<file path="src/rtl/hazard_stall_controller.sv">
// Pipeline sequencing controller: load-use bubbles, data-memory wait freezes,
// taken-branch flushes, a saturating stall counter and a sticky memory timeout flag.
module hazard_stall_controller #(
    parameter int TIMEOUT = 64,
    parameter int CNT_W   = 16
) (
    input  logic             clk,
    input  logic             reset,
    input  logic             IdEx_MemRead,
    input  logic [4:0]       IdEx_Rd,
    input  logic [4:0]       IfId_Rn,
    input  logic [4:0]       IfId_Rm,
    input  logic             IfId_useRm,
    input  logic             ExMem_MemAccess,
    input  logic             dmem_ready,
    input  logic             br_taken,
    output logic             pc_write,
    output logic             ifid_write,
    output logic             idex_write,
    output logic             exmem_write,
    output logic             ifid_flush,
    output logic             idex_flush,
    output logic [CNT_W-1:0] stall_count,
    output logic             mem_err
);
    localparam int WW = $clog2(TIMEOUT + 1);

    typedef enum logic [1:0] {RUN, MEM_WAIT, ERR} state_t;

    state_t           state_q;
    logic [WW-1:0]    wait_q;
    logic [CNT_W-1:0] stall_q;
    logic             err_q;

    logic load_use;
    logic mem_stall;

    // X31 is the zero register, so a load targeting it never creates a dependency.
    assign load_use  = IdEx_MemRead && (IdEx_Rd != 5'd31) &&
                       ((IdEx_Rd == IfId_Rn) || (IfId_useRm && (IdEx_Rd == IfId_Rm)));
    assign mem_stall = ExMem_MemAccess && !dmem_ready;

    always_comb begin
        pc_write    = 1'b1;
        ifid_write  = 1'b1;
        idex_write  = 1'b1;
        exmem_write = 1'b1;
        ifid_flush  = 1'b0;
        idex_flush  = 1'b0;
        if (!reset) begin
            pc_write    = 1'b0;
            ifid_write  = 1'b0;
            idex_write  = 1'b0;
            exmem_write = 1'b0;
        end else begin
            case (state_q)
                RUN: begin
                    if (mem_stall) begin
                        pc_write    = 1'b0;
                        ifid_write  = 1'b0;
                        idex_write  = 1'b0;
                        exmem_write = 1'b0;
                    end else if (br_taken) begin
                        ifid_flush = 1'b1;
                        idex_flush = 1'b1;
                    end else if (load_use) begin
                        pc_write   = 1'b0;
                        ifid_write = 1'b0;
                        idex_flush = 1'b1;
                    end
                end
                MEM_WAIT: begin
                    // The ready cycle advances with plain defaults; branches are ignored.
                    if (!dmem_ready) begin
                        pc_write    = 1'b0;
                        ifid_write  = 1'b0;
                        idex_write  = 1'b0;
                        exmem_write = 1'b0;
                    end
                end
                default: begin
                    pc_write    = 1'b0;
                    ifid_write  = 1'b0;
                    idex_write  = 1'b0;
                    exmem_write = 1'b0;
                end
            endcase
        end
    end

    always_ff @(posedge clk) begin
        if (!reset) begin
            state_q <= RUN;
            wait_q  <= '0;
            stall_q <= '0;
            err_q   <= 1'b0;
        end else begin
            if (!pc_write && (stall_q != {CNT_W{1'b1}}))
                stall_q <= stall_q + CNT_W'(1);
            case (state_q)
                RUN: begin
                    if (mem_stall) begin
                        state_q <= MEM_WAIT;
                        wait_q  <= WW'(1);
                    end
                end
                MEM_WAIT: begin
                    if (dmem_ready) begin
                        state_q <= RUN;
                        wait_q  <= '0;
                    end else if (wait_q == WW'(TIMEOUT - 1)) begin
                        state_q <= ERR;
                        err_q   <= 1'b1;
                    end else begin
                        wait_q <= wait_q + WW'(1);
                    end
                end
                default: begin
                    state_q <= ERR;
                    err_q   <= 1'b1;
                end
            endcase
        end
    end

    assign stall_count = stall_q;
    assign mem_err     = err_q;
endmodule

</file>
<file path="config.mk">
export PLATFORM = sky130hd
export DESIGN_NAME = hazard_stall_controller
export DESIGN_NICKNAME = d
export VERILOG_FILES = /design/src/rtl/hazard_stall_controller.sv
export SDC_FILE = /design/constraint.sdc
export NUM_CORES = 1
export LEC_CHECK = 0
export ABC_AREA = 1
export CAP_MARGIN = 20
export CORE_UTILIZATION = 40
export CTS_BUF_LIST = sky130_fd_sc_hd__clkbuf_4 sky130_fd_sc_hd__clkbuf_8
export DETAILED_ROUTE_END_ITERATION = 10
export PLACE_DENSITY_LB_ADDON = 0.25
export SLEW_MARGIN = 20
export SYNTH_ARGS = -nofsm -noshare
export SYNTH_HDL_FRONTEND = slang
export SYNTH_SLANG_ARGS = --single-unit
</file>
<file path="constraint.sdc">
create_clock -name clk -period 5.2 [get_ports clk]
set_input_delay 1.56 -clock clk [delete_from_list [all_inputs] [get_ports clk]]
set_output_delay 1.56 -clock clk [all_outputs]
set_load 0.1 [all_outputs]
</file>
## Word level (Yosys, flattened, before mapping)

Cells that the tools add are included.

- Reductions and logical operators: 13
- Bitwise logic cells: 1
- Add/subtract/negate cells: 2
- Eq/ne operators: 11
- Shift operators: 0
- Order comparisons: 0
- Mux-type cells: 29
- Div/mod/pow operators: 0
- $mul: 0

Operators with widths:

| cell | count |
|---|---|
| $mux W7 | 3 |
| $mux W1 | 18 |
| $add A16 B1 Y16 const B | 1 |
| $ne A16 B16 Y1 const B | 1 |
| $pmux W7 S2 | 1 |
| $eq A5 B5 Y1 | 2 |
| $add A7 B1 Y7 const B | 1 |
| $eq A7 B6 Y1 const B | 1 |
| $mux W2 | 3 |
| $ne A2 B2 Y1 const B | 3 |
| $ne A3 B3 Y1 const B | 2 |
| $pmux W1 S2 | 3 |
| $reduce_and A3 Y1 | 2 |
| $logic_and A1 B1 Y1 | 5 |
| $ne A5 B5 Y1 const B | 1 |
| $pmux W2 S2 | 1 |
| $eq A2 B1 Y1 const B | 1 |
| $logic_not A1 Y1 | 2 |
| $logic_not A2 Y1 | 1 |
| $reduce_and A2 Y1 | 1 |
| $reduce_bool A2 Y1 | 1 |
| $logic_or A1 B1 Y1 | 1 |
| $not A1 Y1 | 1 |

- Output and inout bits: 23
- Register bits after elaboration: 26
- Bits of input ports: 22
- Latch bits: 0
- RAM bits: 0
- Memories: 0
- Logic and storage cells: 60
- Bits in read-only memories: 0

## Depth between registers and ports, before layout

Gate-level depths: netlist of run 1.

- Depth in word-level cells: 11
- Gate-level depth with buffers: 12
- Depth with buffers taken out: 11

## Least setup slack after synthesis of run 1

OpenSTA, ideal clock, no wires.

- Path kind: input -> output
- Start point: input port dmem_ready
- End point: output port pc_write
- Buffers on the path: 2
- Data arrival time: 4.111 ns
- Cell stages on the path: 8
- Required time: 3.640 ns
- Slack: -0.471 ns
- Path through: inv_2 nand2_1 nand2_1 a21oi_2 nand2_4 buf_2 inv_1 buf_4

- Word-level cells in the longest chain between the ends: 5
- Elaborated cells between the ends (all ways): 6
- Classes of those cells: mux: 4; reduce/logical: 2

RTL lines:

| item | line | source |
|---|---|---|
| start: declaration | 15 | `input logic dmem_ready,` |
| $logic_not A1 Y1 | - |  |
| $logic_and A1 B1 Y1 | 41 | `assign mem_stall = ExMem_MemAccess && !dmem_ready;` |
| $mux W1 | - |  |
| $pmux W1 S2 * | - |  |
| $mux W1 * | - |  |
| end: declaration | 17 | `output logic pc_write,` |

Every way passes the cells marked *; elsewhere a longest branch is shown, timed or not.

## Final worst setup path of run 1

- Start point: input port dmem_ready
- End point: output port ifid_write

- Word-level cells in the longest chain between the ends: 5
- Elaborated cells between the ends (all ways): 6
- Classes of those cells: mux: 4; reduce/logical: 2

RTL lines:

| item | line | source |
|---|---|---|
| $logic_not A1 Y1 | - |  |
| $logic_and A1 B1 Y1 | 41 |  |
| $mux W1 | 58 | `if (mem_stall) begin` |
| $pmux W1 S2 * | 56 | `case (state_q)` |
| $mux W1 * | 50 | `if (!reset) begin` |
| end: declaration | 18 | `output logic ifid_write,` |

Marks and branches as above.

==> results of run 1 <==
flip-flops by register name (all words and copies together) (netlist names):
name	count
stall_count	16
wait_q	7
state_q	2
mem_err	1
metrics by stage:
stage	worst slack, ns	hold slack, ns
after floorplan	0.175	0.442
after global placement	0.438	0.455
after detailed placement	0.412	0.469
after CTS	0.409	0.488
after global routing	0.284	0.519
final	0.421	0.487
cell usage after synthesis, drive strengths merged:
cell type	n
nand2	72
inv	38
nand3	33
dfxtp	26
nor2	26
a21oi	25
xor2	14
nor3	8
nand4	7
buf	6
o21ai	3
xnor2	3
clkbuf	2
ha	2
a31o	1
clkinv	1
o21a	1
or2	1
cell type report:
cell class | count | area, um2
clock buffer | 4 | 55.1
sequential | 26 | 520
timing repair buffer | 45 | 508
multi-input combinational | 196 | 1040
inverter | 39 | 150
fill | 412 | 1750
tap | 50 | 62.6
cell families after synthesis:
group,after synthesis
simple gates,147
buf+inv,47
compound gates,30
flops,26
xor+xnor,17
fa+ha+maj,2
worst min-delay path: stages, from the launching register on:
cell     delay (ns)
dfxtp_1        0.33
nand3_1        0.08
inv_1          0.04
routing by layer:
| layer | share of wire, % | track usage [%] | routed length, um | vias to the layer above |
|---|---|---|---|---|
| met1 | 48 | 22.9 | 1890 | 791 |
| met5 | 0 | 0 | 0 | - |
| met2 | 46 | 32.6 | 1810 | 36 |
| met4 | 0.86 | 3.65 | 34 | 0 |
| met3 | 5.2 | 4.00 | 207 | 4 |
| li1 | - | - | - | 944 |
how the worst min path moves through the flow:
stage / start / end / slack (ns) / cells past startpoint
finish: wait_q[6] / wait_q[6] / 0.49 / 2
global route: wait_q[6] / wait_q[6] / 0.52 / 2
CTS: wait_q[6] / wait_q[6] / 0.49 / 2
detailed placement: mem_err / mem_err / 0.47 / 2
global placement: wait_q[6] / wait_q[6] / 0.45 / 2
floorplan: wait_q[6] / wait_q[6] / 0.44 / 2
layout by cell type (no fill, tap or decap), drive strengths merged:
cell | synthesis | routed
a21oi | 25 | 25
a31o | 1 | 1
buf | 6 | 7
clkbuf | 2 | 4
clkdlybuf4s50 | 0 | 38
clkinv | 1 | 1
clkinvlp | 0 | 1
dfxtp | 26 | 26
ha | 2 | 2
inv | 38 | 37
nand2 | 72 | 72
nand3 | 33 | 33
nand4 | 7 | 7
nor2 | 26 | 26
nor3 | 8 | 8
o21a | 1 | 1
o21ai | 3 | 3
or2 | 1 | 1
xnor2 | 3 | 3
xor2 | 14 | 14
report_power, final:
group / leakage [nW] / total (W) / internal (W) / switching [W]
clock: 0.0288 / 0.000131 / 0.0000677 / 0.0000634
sequential: 0.210 / 0.000207 / 0.000202 / 0.00000448
combinational: 0.690 / 0.000128 / 0.0000454 / 0.0000830
total: 0.929 / 0.000466 / 0.000315 / 0.000151
==> metrics.txt, run 1 <==
core area=0.00409 mm2; RSZ-0062 raised after global routing=false; Synth Instances=roughly 270; Core Rows=23; DR WL/cell=about 11 um; I/O Buffers=44; fraction of synthesized cell area in xor and xnor cells=around 8.5%; cell mode on critical path=nand2_1; clk slew on worst S/H paths=0.09 ns; H-Tree Depth=1; utilization after layout=between 50% and 60%; via count=about 1,800; DIE AREA=around 0.0046 mm2; Hold Violations, Final=0; initial DRC count=91; CTS sink count=26; total grt overflow=0; Clk Latency, worst-skew pair=approximately 0.27 ns; Routed Antenna Nets=0; routed vias/inst=approximately 5; minimum clock period=approximately 4.8 ns; chip width=between 60 and 70 um; kind of critical path=primary input to output pin; r2r setup slk=between 3 and 4 ns; CP Cell Sequence=clkdlybuf4s50_1 -> inv_2 -> nand2_1 -> nand2_1 -> a21oi_4 -> nand2_4 -> clkinvlp_4 -> buf_12; Critical-path top delay cell=clkdlybuf4s50_1; design area=between 0.002 and 0.0025 mm2; setup bufs post-CTS=0; Pwr Total=~0.00047 W; Inst Count DP=around 360; Setup crit end=ifid_write; Ys Warns=0; Tightest Pin Transition=between 0.9 and 1 ns; main combinational cell family by area after synthesis=simple AND/OR/NAND/NOR gates; sequential area share after synthesis=slightly below 30%; Worst VDD drop=roughly 0.15 mV; Worst Reg-to-Reg Cells=9; largest area contributor in the netlist=dfxtp_1; largest net degree at the start of global routing=24; synth-to-layout area growth=33.7%; dominant cells by area after synthesis=dfxtp_1, nand2_1, nand3_1; Critical Path RT=3.64 ns; post-synthesis adder-cell area fraction=about 1.4%; max-cap violations=0; Tcrit/Tclk final=91.9%; vias in the first global route=between 1,500 and 2,000; Placer Congestion=around 0.83; CP Depth=8; Reg-to-Reg End=stall_count[2]; Nets=around 340; CP max stage delay=a little under 0.6 ns; initial antenna violation count=0; share of the synthesized area in the top cell type=approximately 30%; IO Count=45; CTS max path bufs=2; Final setup viols=0; reg-to-reg critical path startpoint=stall_count[0]; DRT Pass-1 Iters=4; Worst Hold Class=register to register; # resized after CTS=0; final clock skew=approximately 0.0053 ns; syn_nets=around 290; Worst Setup SP=dmem_ready; die height=about 68 um; Yosys reg bits=26; post-synthesis simple-gate area fraction=about two fifths; diode count=0; Synth Area in Compound Gates=10.7%; placed cell area=~0.0023 mm2; PwrDens=around 200 mW/mm2; TritonCTS clock tree=done; fin cells=between 300 and 400; family with the most delay on the worst path=buffers and inverters; clock root buffer=clkbuf_8; cell area after synthesis=about 0.0017 mm2; Hold-fix buffers, CTS=0; status=finished clean; Relative slew margins=between 30% and 40%; global-route wire length before repair=6640 um; Synth cell types=28; Lkg Pwr=about 0.93 nW; layout cells sized above 1=11.9%; multiplexer area fraction after synthesis=0%; Starting Density=between 40% and 50%; Critical Path Fanout Max=19; DRC=0; CP Launch Type=primary input; Max Slew Vio Count=0; CP Data Arrival Time=3.22 ns; GRT Util Overall=between 15 and 20%; Setup TNS=0 ns; WP buf/inv=4; drt total wl=slightly below 4000 um; Mapped Avg Cell Area=about 6.5 um2; fmax=209 MHz; Worst setup EP type=output pin; DP HPWL=around 3000 um; TritonCTS buffer count=3
Power figures use the tool's default switching activity.
==> run 2: changes to the inputs <==
- CTS_CLUSTER_SIZE: not set -> 10
==> results of run 2 <==
No change in the layout: final DEF, timing and power equal those of run 1.
